$ cat src/rtl/bcd_xs3_seq_if.sv
// Handshake bundle between a BCD source and the bcd_xs3_seq converter.
// Handshake: start is a request that is taken only while idle. The result is
// valid on the single cycle that done is high, and it stays held until the
// next accepted start.
interface bcd_xs3_seq_if #(parameter int DIGITS = 4);
  logic                  start;
  logic [4*DIGITS-1:0]   bcd_in;
  logic                  busy;
  logic                  done;
  logic [4*DIGITS-1:0]   xs3_out;
  logic [DIGITS-1:0]     err_mask;
  logic                  err;
  logic [1:0]            state_dbg;

  modport master (
    output start, bcd_in,
    input  busy, done, xs3_out, err_mask, err, state_dbg
  );

  modport slave (
    input  start, bcd_in,
    output busy, done, xs3_out, err_mask, err, state_dbg
  );
endinterface

$ cat src/rtl/bcd_xs3_seq.sv
// Multi-digit BCD to excess-3 sequencer. The digits of a word pass LSB-first
// through one shared 4-bit conversion stage, one digit per cycle.
module bcd_xs3_seq #(
  parameter int DIGITS = 4
) (
  input  logic           clk,
  input  logic           rst,
  bcd_xs3_seq_if.slave   bus
);
  localparam int IW = (DIGITS > 1) ? $clog2(DIGITS) : 1;

  typedef enum logic [1:0] {
    IDLE = 2'd0,
    CONV = 2'd1,
    DONE = 2'd2
  } state_t;

  state_t                state_q, state_d;
  logic [4*DIGITS-1:0]   word_q, word_d;
  logic [IW-1:0]         idx_q, idx_d;
  logic [4*DIGITS-1:0]   xs3_q, xs3_d;
  logic [DIGITS-1:0]     mask_q, mask_d;
  logic                  err_q, err_d;
  logic                  busy_q, busy_d;
  logic                  done_q, done_d;
  logic [3:0]            cur_digit;
  logic                  last_digit;

  assign last_digit = (idx_q == IW'(DIGITS - 1));

  always_comb begin
    state_d   = state_q;
    word_d    = word_q;
    idx_d     = idx_q;
    xs3_d     = xs3_q;
    mask_d    = mask_q;
    err_d     = err_q;
    busy_d    = busy_q;
    done_d    = 1'b0;
    cur_digit = word_q[{idx_q, 2'b00} +: 4];

    case (state_q)
      IDLE: begin
        if (bus.start) begin
          word_d  = bus.bcd_in;
          idx_d   = '0;
          xs3_d   = '0;
          mask_d  = '0;
          err_d   = 1'b0;
          busy_d  = 1'b1;
          state_d = CONV;
        end
      end
      CONV: begin
        // Non-BCD digits leave a zero slot and raise their error flag.
        if (cur_digit <= 4'd9) begin
          xs3_d[{idx_q, 2'b00} +: 4] = cur_digit + 4'd3;
        end else begin
          xs3_d[{idx_q, 2'b00} +: 4] = 4'h0;
          mask_d[idx_q]              = 1'b1;
          err_d                      = 1'b1;
        end
        if (last_digit) begin
          busy_d  = 1'b0;
          done_d  = 1'b1;
          state_d = DONE;
        end else begin
          idx_d = idx_q + 1'b1;
        end
      end
      DONE: begin
        state_d = IDLE;
      end
      default: begin
        state_d = IDLE;
      end
    endcase
  end

  always_ff @(posedge clk) begin
    if (rst) begin
      state_q <= IDLE;
      word_q  <= '0;
      idx_q   <= '0;
      xs3_q   <= '0;
      mask_q  <= '0;
      err_q   <= 1'b0;
      busy_q  <= 1'b0;
      done_q  <= 1'b0;
    end else begin
      state_q <= state_d;
      word_q  <= word_d;
      idx_q   <= idx_d;
      xs3_q   <= xs3_d;
      mask_q  <= mask_d;
      err_q   <= err_d;
      busy_q  <= busy_d;
      done_q  <= done_d;
    end
  end

  assign bus.busy      = busy_q;
  assign bus.done      = done_q;
  assign bus.xs3_out   = xs3_q;
  assign bus.err_mask  = mask_q;
  assign bus.err       = err_q;
  assign bus.state_dbg = state_q;
endmodule

$ cat src/flat_wrapper.sv
// flat-port wrapper written by rule: the top's interface ports become plain ports
module bcd_xs3_seq_flat 
#(
  parameter int DIGITS = 4
)
  (clk, rst, bus_start, bus_bcd_in, bus_busy, bus_done, bus_xs3_out, bus_err_mask, bus_err, bus_state_dbg);
  bcd_xs3_seq_if #(.DIGITS(DIGITS)) bus_i ();
  input  logic clk;
  input  logic rst;
  input wire logic [$bits(bus_i.start)-1:0] bus_start;
  input wire logic [$bits(bus_i.bcd_in)-1:0] bus_bcd_in;
  output wire logic [$bits(bus_i.busy)-1:0] bus_busy;
  output wire logic [$bits(bus_i.done)-1:0] bus_done;
  output wire logic [$bits(bus_i.xs3_out)-1:0] bus_xs3_out;
  output wire logic [$bits(bus_i.err_mask)-1:0] bus_err_mask;
  output wire logic [$bits(bus_i.err)-1:0] bus_err;
  output wire logic [$bits(bus_i.state_dbg)-1:0] bus_state_dbg;
  assign bus_i.start = bus_start;
  assign bus_i.bcd_in = bus_bcd_in;
  assign bus_busy = bus_i.busy;
  assign bus_done = bus_i.done;
  assign bus_xs3_out = bus_i.xs3_out;
  assign bus_err_mask = bus_i.err_mask;
  assign bus_err = bus_i.err;
  assign bus_state_dbg = bus_i.state_dbg;
  bcd_xs3_seq #(.DIGITS(DIGITS)) u_core (.clk(clk), .rst(rst), .bus(bus_i));
endmodule
$ cat config.mk
export PLATFORM = sky130hd
export DESIGN_NAME = bcd_xs3_seq_flat
export DESIGN_NICKNAME = d
export VERILOG_FILES = /design/src/rtl/bcd_xs3_seq_if.sv /design/src/rtl/bcd_xs3_seq.sv /design/src/flat_wrapper.sv
export SDC_FILE = /design/constraint.sdc
export NUM_CORES = 1
export LEC_CHECK = 0
export CORE_MARGIN = 3
export CORE_UTILIZATION = 39
export DETAILED_ROUTE_END_ITERATION = 10
export GPL_TIMING_DRIVEN = 0
export PLACE_DENSITY_LB_ADDON = 0.12
export SYNTH_ARGS = -nofsm -noshare
export SYNTH_HDL_FRONTEND = slang
export SYNTH_SLANG_ARGS = --single-unit
$ cat constraint.sdc
create_clock -name clk -period 4.3 [get_ports clk]
set_input_delay 0.86 -clock clk [delete_from_list [all_inputs] [get_ports clk]]
set_output_delay 0.86 -clock clk [all_outputs]
set_load 0.02 [all_outputs]
# Word level (Yosys, flattened, before mapping)
# Index checks and enable logic that the tools add are counted.
[totals]
register_bits = 43
inputBits = 19
wordCells = 59
[op_classes]
n_reduce_logical = 10
order_cmp = 3
muxes = 23
n_eq_ne = 6
shift = 4
n_bitwise = 2
n_addsub = 3
[op_table]
columns = ["cell", "n"]
rows = [
  ["bitwise mux 16 bit", 2],
  ["2-to-1 mux 16 bit", 2],
  ["one-hot mux 16 bit (2 select lines)", 1],
  ["variable shift 4 x 6 -> 16 bit, first input constant", 1],
  ["indexed part select 16 x 5 -> 4 bit", 1],
  ["indexed part select 4 x 6 -> 16 bit", 1],
  ["indexed part select 4 x 6 -> 16 bit, first input constant", 1],
  ["AND reduction 3 bit", 3],
  ["2-to-1 mux 2 bit", 4],
  ["2-to-1 mux 4 bit", 2],
  ["one-hot mux 2 bit (2 select lines)", 2],
  ["one-hot mux 4 bit (2 select lines)", 1],
  ["2-to-1 mux 1 bit", 6],
  ["!= test 2 bit, second input constant", 3],
  ["negation 4 -> 6 bit", 1],
  ["AND reduction 2 bit", 3],
  ["adder 4 x 2 -> 4 bit, second input constant", 1],
  ["<= comparator 4 bit, second input constant", 1],
  ["bitwise OR 4 bit", 1],
  ["one-hot mux 1 bit (2 select lines)", 2],
  ["< comparator 2 x 3 -> 1 bit, second input constant", 1],
  ["adder 2 x 1 -> 2 bit, second input constant", 1],
  ["demux 1 bit (select 2 bit)", 1],
  ["equality test 2 x 1 -> 1 bit, second input constant", 1],
  ["other kinds (8)", 8],
]

# Depth between registers and ports, before layout
# Gate-level depths: netlist of the first run.
[depth]
depth_word = 7
ltp_mapped = 10
depth_no_buf = 8

# Worst setup path after synthesis of the first run
# Ideal clock, no wire load.
[synth_timing]
path_type = "register to register"
from = "register u_core.idx_q[0]"
to = "register u_core.xs3_q[12] (netlist: u_core.bus.xs3_out[12])"
required_ns = 4.235
arrival_ns = 1.912
synth_period_minus_slack_ns = 1.977
setup_ns = 0.065
path_slack_ns = 2.323
path_stages_with_launch = 10
cell_sequence = "dfxtp_1 > buf_6 > mux4_2 > inv_1 > ha_1 > nor2_1 > o21ai_4 > buf_6 > a32oi_1 > nor2_1"
[synth_between]
elab_chain_len = 6
word_cells_on_any_way = 11
cone_classes = "add/sub (2); order compare (1); shift (4); mux (4)"
[synth_lines]
columns = ["element", "line_no", "text"]
rows = [
  ["start, declared", "bcd_xs3_seq.sv:20", "logic [IW-1:0] idx_q, idx_d;"],
  ["start signal, assigned", "bcd_xs3_seq.sv:93", "idx_q <= idx_d;"],
  ["indexed part select 16 x 5 -> 4 bit", "bcd_xs3_seq.sv:40", "cur_digit = word_q[{idx_q, 2'b00} +: 4];"],
  ["adder 4 x 2 -> 4 bit", "bcd_xs3_seq.sv:57", "xs3_d[{idx_q, 2'b00} +: 4] = cur_digit + 4'd3;"],
  ["indexed part select 4 x 6 -> 16 bit", "bcd_xs3_seq.sv:57", ""],
  ["bitwise mux 16 bit", "bcd_xs3_seq.sv:57", ""],
  ["2-to-1 mux 16 bit (*)", "bcd_xs3_seq.sv:56", "if (cur_digit <= 4'd9) begin"],
  ["one-hot mux 16 bit (2 select lines) (*)", "bcd_xs3_seq.sv:42", "case (state_q)"],
  ["end signal, assigned", "bcd_xs3_seq.sv:94", "xs3_q <= xs3_d;"],
  ["end, declared", "bcd_xs3_seq.sv:21", "logic [4*DIGITS-1:0] xs3_q, xs3_d;"],
]
# Mark *: on every way between the ends. The rest lies on a longest branch, timed or not.
# A chain may end at the register's enable or synchronous reset.

# Worst setup path in the final report of the first run
[layout_timing]
from = "input bus_start"
to = "register u_core.word_q[7]"
[layout_between]
elab_chain_len = 1
[layout_lines]
columns = ["element", "line_no", "text"]
rows = [
  ["start, declared", "flat_wrapper.sv:10", "input wire logic [$bits(bus_i.start)-1:0] bus_start;"],
  ["AND reduction 2 bit (no line)", "-", ""],
  ["end signal, assigned", "bcd_xs3_seq.sv:92", "word_q <= word_d;"],
  ["end, declared", "bcd_xs3_seq.sv:19", "logic [4*DIGITS-1:0] word_q, word_d;"],
]
# Every way passes these cells.

==> results of run 1 <==
==> sequential cells by signal (all words and copies together), names as in the netlist <==
signal / flops
u_core.idx_q: 2
u_core.word_q: 16
u_core.bus.busy: 1
u_core.bus.err: 1
u_core.bus.done: 1
u_core.bus.state_dbg: 2
u_core.bus.err_mask: 4
u_core.bus.xs3_out: 16
==> worst register-to-register path, cell delays in order (launching register included) <==
cell,delay (ns)
dfxtp_1,0.43
buf_6,0.19
mux4_2,0.53
inv_1,0.10
ha_1,0.18
nor2_1,0.09
o21ai_4,0.25
buf_6,0.18
a32oi_1,0.10
nor2_1,0.11
==> per-stage QoR <==
step                hold slack, ns  setup slack (ns)  power [mW]  instances
floorplan                    0.432              2.32       0.513        202
global placement             0.440              1.54       0.560        296
detailed placement           0.446              1.51       0.562        296
CTS                          0.457              1.80       0.822        303
global route                 0.480              1.70       0.855        303
finish                       0.458              1.83       0.814        303
==> per-layer routing <==
| layer | routed length [um] | vias to the layer above | part of all wire [%] |
|---|---|---|---|
| li1 | - | 817 | - |
| met1 | 2000 | 778 | 45 |
| met2 | 2140 | 54 | 48 |
| met3 | 251 | 6 | 5.6 |
| met4 | 61 | 0 | 1.4 |
| met5 | 0 | - | 0 |
==> placed cells by master, fill, tap and decap left out, types with 2 or more instances in the layout <==
cell             count
a211oi_2             4
mux2i_1              4
a22oi_1             11
nor3b_1              2
dfxtp_1             43
nor2b_1              2
ha_1                 6
clkdlybuf4s50_1     42
and3_1               2
mux4_2               2
and4_1               2
buf_2                2
inv_1                4
clkbuf_1             7
nand2_1             34
a21oi_1             25
a32oi_1             12
buf_6                2
clkbuf_8             6
nor2_1              25
==> worst paths after layout <==
check                                      start                     end  slack [ns]  cells after the start
worst min-delay path            u_core.word_q[2]        u_core.word_q[2]        0.46                      2
worst max register to register   u_core.idx_q[0]  u_core.bus.xs3_out[14]        2.09                      9
worst min register to register  u_core.word_q[2]        u_core.word_q[2]        0.46                      2
worst max-delay path                   bus_start        u_core.word_q[7]        1.83                      6
==> power breakdown <==
part	internal [mW]	leakage [nW]	switching, mW
Clock	0.126	0.0470	0.136
Sequential	0.412	0.350	0.00893
Combinational	0.0555	0.480	0.0752
==> cells by family after synthesis <==
| logic type | synth area share, % |
|---|---|
| compound gates | 21.1 |
| xor+xnor | 0.467 |
| flops | 45.9 |
| fa+ha+maj | 4.00 |
| buf+inv | 4.34 |
| simple gates | 16.8 |
| mux | 7.34 |
==> cell type report <==
class                      instances  area (um^2)  area share, %
timing repair buffer              42          420           17.2
tap                               52         65.1           2.66
sequential                        43          861           35.2
buffer                            12         62.6           2.55
inverter                           5         18.8          0.766
multi-input combinational        142          933           38.1
clock inverter                     1         5.00          0.204
clock buffer                       6         82.6           3.37
==> results.toml, run 1 <==
[clocking]
htreeDepth = 2
clk_latency_ns = 0.30
root_buffer = "clkbuf_8"
ctsResizeCount = 0
postCtsSetupBuffers = 0
holdBufCountCts = 0
clockBufferDepth = 2
clk_pin_slew_ns = 0.08
clkSinkCount = 43
cts_tree = "yes"
numCtsBuffers = 5

[drt]
drtPass1Iterations = 4
remaining_drc_errors = 0
wl_um = 4450
routedWlPerCell_um = 14.7
vias = 1655
drt_iter0_markers = 102
detail-route-antenna-nets = 0
viasPerCell = 5.46

[timing]
drv_slew = 0
min_period_ns = 2.47
setup_viol = 0
fin_worst_skew_ns = 0.00489
hold_violations = 0
max_slew_margin_pct = 50.7
fmax_ghz = 0.405
fin_crit_sh_pct = 57.4
rsz0062_at_grt = "no"
tns_ns = 0
worst_pin_slew_ns = 0.733

[setup_path]
path_buf_inv = 3
path_class = "primary input to flop"
cp-start-kind = "primary input"
worstPathCellList = "clkdlybuf4s50_1 > nor3b_1 > buf_2 > clkbuf_1 > nand2_1 > a21oi_1"
cp_top_family = "buffers and inverters"
critPathRequiredTime_ns = 4.53
cp_max_fo = 10
cp_slowest_cell = "clkdlybuf4s50_1"
critPathCaptureType = "flop"
cp.arrival_ns = 2.70
critPathMaxStageDelay_ns = 0.47

[logic_synthesis]
yosysTopAreaCell = "dfxtp_1"
synthesis.yosys.warnings = 0
synth_edf_count = 0
synth_commonest_cells = "43 x dfxtp_1, 34 x nand2_1, 25 x a21oi_1, 25 x nor2_1, 12 x a32oi_1"
syn-cell-area_um2 = 1880
ys_ff_latch = 43
syn-instance-count = 202
ys.flop_type = "dfxtp_1"
synthTopCellsByArea = "dfxtp_1 46%, nand2_1 6.8%, a21oi_1 6.7%"
synthArstFlopShare_pct = 0
yosys.cell_count.top_type = "dfxtp_1"
yosys.area.top_type_share_pct = 45.9
ys_seq_area_share_pct = 45.9
synth_area_per_cell_um2 = 9.28
syn_nets = 227
ys_types = 31

[grt]
grt_start_max_net_pins = 13
use_met1_pct = 22.3
grt_antenna_before_repair = 0
globalRoute.totalOverflow = 0
met2_usage_pct = 28.4
grt_pass1_vias = 1563
grt_util_met3_pct = 4.88
track_usage_pct = 17.4
grt_pass1_wl_um = 7390
busiest_layer = "met2"

[placement]
port-buffer-count = 42
gp_congestion = 0.819
dp_hpwl_um = 3290
dpl_cell_area_um2 = 2360

[floorplan]
die_h_um = 75.3
rows = 24
ios = 44
die_area_um2 = 5680
die_w_um = 75.3
start_util_pct = 41.6
core_um2 = 4500

[final_layout]
final_util_pct = 54.4
nets = 276
antenna_cells = 0
layout-drive-gt1-share_pct = 9.16
area_delta_synth_final_pct = 30.6
n_fill_cell = 442
design_area_um2 = 2450

[power]
cellLeakagePower_nw = 0.877
cellPowerDensity_nw_per_um2 = 332
vdd_ir_drop_max_mv = 0.140

[job]
cap_violations = 0

[run_status]
status = "finished clean"

[worst_hold_path]
hold_class = "flop to flop"
Note: power is estimated with default switching activity, not from simulation.
==> inputs of run 2 (changes only) <==
==> constraint.sdc (replaced) <==
create_clock -name clk -period 2.4 [get_ports clk]
set_input_delay 0.48 -clock clk [delete_from_list [all_inputs] [get_ports clk]]
set_output_delay 0.48 -clock clk [all_outputs]
set_load 0.02 [all_outputs]
==> run 2 against run 1 <==
Clock-buffer cell count stayed put. Total power is 79% higher. Clock skew about the same. Via count fell by 0.73%. Design area is 0.26% higher. Sequential cell count unchanged. Register-to-register slack lost 1.9 ns. First-iteration DRC count is 28% higher. Critical path depth up 3. Worst hold slack got worse by 0.00075 ns. Worst setup slack worse by 1.6 ns. Clock power rose by 79%. Critical path type is now flop to flop. Critical endpoint is now u_core.bus.xs3_out[8]. Largest power group unchanged.
==> results.toml, run 2 (same netlist as run 1, synthesis figures left out) <==
[grt]
track_usage_pct = 17.4
grt_pass1_wl_um = 7390
grt_start_max_net_pins = 13
globalRoute.totalOverflow = 0
grt_antenna_before_repair = 0
grt_pass1_vias = 1563

[setup_path]
path_class = "flop to flop"
critPathCaptureType = "flop"
reg2reg_from = "u_core.idx_q[0]"
rr_worst_depth = 9
critPathRequiredTime_ns = 2.64
path_buf_inv = 3
worstPathCellList = "buf_6 > mux4_2 > inv_1 > ha_1 > nor2_1 > o21ai_4 > buf_6 > a32oi_1 > nor2_1"
crit_end = "u_core.bus.xs3_out[8]"
worst_r2r_endpoint = "u_core.bus.xs3_out[8]"
cp_slowest_cell = "mux4_2"
r2r_slack_ns = 0.20
cp_max_fo = 10
crit_start = "u_core.idx_q[0]"
path_depth = 9
cp.arrival_ns = 2.44
critPathMaxStageDelay_ns = 0.53
cp_top_family = "multiplexers"
cp-start-kind = "flop"

[power]
power.total_mw = 1.46
cellLeakagePower_nw = 0.878
cellPowerDensity_nw_per_um2 = 595
vdd_ir_drop_max_mv = 0.254

[final_layout]
n_fill_cell = 442
layoutNonFillerInstCount = 303
layout-drive-gt1-share_pct = 9.56
antenna_cells = 0
mostFrequentLayoutCells = "43 x dfxtp_1, 42 x clkdlybuf4s50_1, 34 x nand2_1"
nets = 276
final_common_cell = "dfxtp_1"
area_delta_synth_final_pct = 30.9
final_util_pct = 54.5

[placement]
post-place-ws_ns = -0.0115
dp_hpwl_um = 3290
port-buffer-count = 42
place_inst = 296
gp_congestion = 0.819

[timing]
setup_viol = 0
max_slew_margin_pct = 63.1
fin_worst_skew_ns = 0.00525
fin_crit_sh_pct = 91.7
min_period_ns = 2.20
drv_slew = 0
setup_slack_ns = 0.198
fmax_ghz = 0.454
rsz0062_at_grt = "no"
worst_pin_slew_ns = 0.554
tns_ns = 0
hold_violations = 0

[worst_hold_path]
hold_class = "flop to flop"

[floorplan]
die_h_um = 75.3
ios = 44
start_util_pct = 41.6
core_um2 = 4500
die_area_um2 = 5680
die_w_um = 75.3
rows = 24

[clocking]
cts_tree = "yes"
clk_latency_ns = 0.30
holdBufCountCts = 0
clk_pin_slew_ns = 0.08
postCtsSetupBuffers = 0
numCtsBuffers = 5
htreeDepth = 2
clockBufferDepth = 2
root_buffer = "clkbuf_8"
ctsResizeCount = 0
clkSinkCount = 43

[drt]
remaining_drc_errors = 0
vias = 1643
routedWlPerCell_um = 15.0
drtPass1Iterations = 4
wl_um = 4530
drt_iter0_markers = 131
detail-route-antenna-nets = 0
viasPerCell = 5.42

[job]
cap_violations = 0

[run_status]
status = "finished clean"
run 2: cell types whose count changed in the layout (fill, tap and decap cells not counted):
cell    change
nor4_1      -1
nor4_2      +1
run 2: per-stage QoR:
stage               area [um^2]  hold slack [ns]
finish                     2450            0.457
global route               2450            0.480
CTS                        2450            0.457
detailed placement         2360            0.446
global placement           2360            0.440
floorplan                  1880            0.432
run 2: per-layer routing:
metal / global-route usage, % / vias to the layer above / share of wire (%) / wire (um)
met4: 5.83 / 0 / 1.3 / 61
met1: 22.3 / 777 / 46 / 2090
met3: 4.88 / 6 / 4.9 / 224
met2: 28.4 / 44 / 48 / 2160
li1: - / 816 / - / -
met5: 0 / - / 0 / 0
run 2: where the power goes:
part	total (mW)	internal (mW)	switching, mW
Clock	0.469	0.226	0.243
Combinational	0.236	0.0997	0.136
Sequential	0.755	0.739	0.0160
run 2: worst min path at each step:
stage          cells past startpoint        startpoint  slack [ns]               end
6_report                           2  u_core.word_q[4]        0.46  u_core.word_q[4]
5_1_grt                            2  u_core.word_q[6]        0.48  u_core.word_q[6]
3_5_place_dp                       2  u_core.word_q[2]        0.45  u_core.word_q[2]
4_1_cts                            2  u_core.word_q[2]        0.46  u_core.word_q[2]
3_3_place_gp                       2  u_core.word_q[2]        0.44  u_core.word_q[2]
2_1_floorplan                      2  u_core.word_q[6]        0.43  u_core.word_q[6]
run 2: tightest hold or removal path, cell delays in order (launching register included):
cell and delay, ns:
dfxtp_1 0.31, nand2_1 0.05, a21oi_1 0.05
run 2: area by class of cell:
type / instances / area [um^2] / share of cell area, %
Multi-Input combinational cell: 142 / 940 / 38.3
Sequential cell: 43 / 861 / 35.1
Timing Repair Buffer: 42 / 420 / 17.1
Clock buffer: 6 / 82.6 / 3.36
Tap cell: 52 / 65.1 / 2.65
Buffer: 12 / 62.6 / 2.55
Inverter: 5 / 18.8 / 0.765
Clock inverter: 1 / 5.00 / 0.204
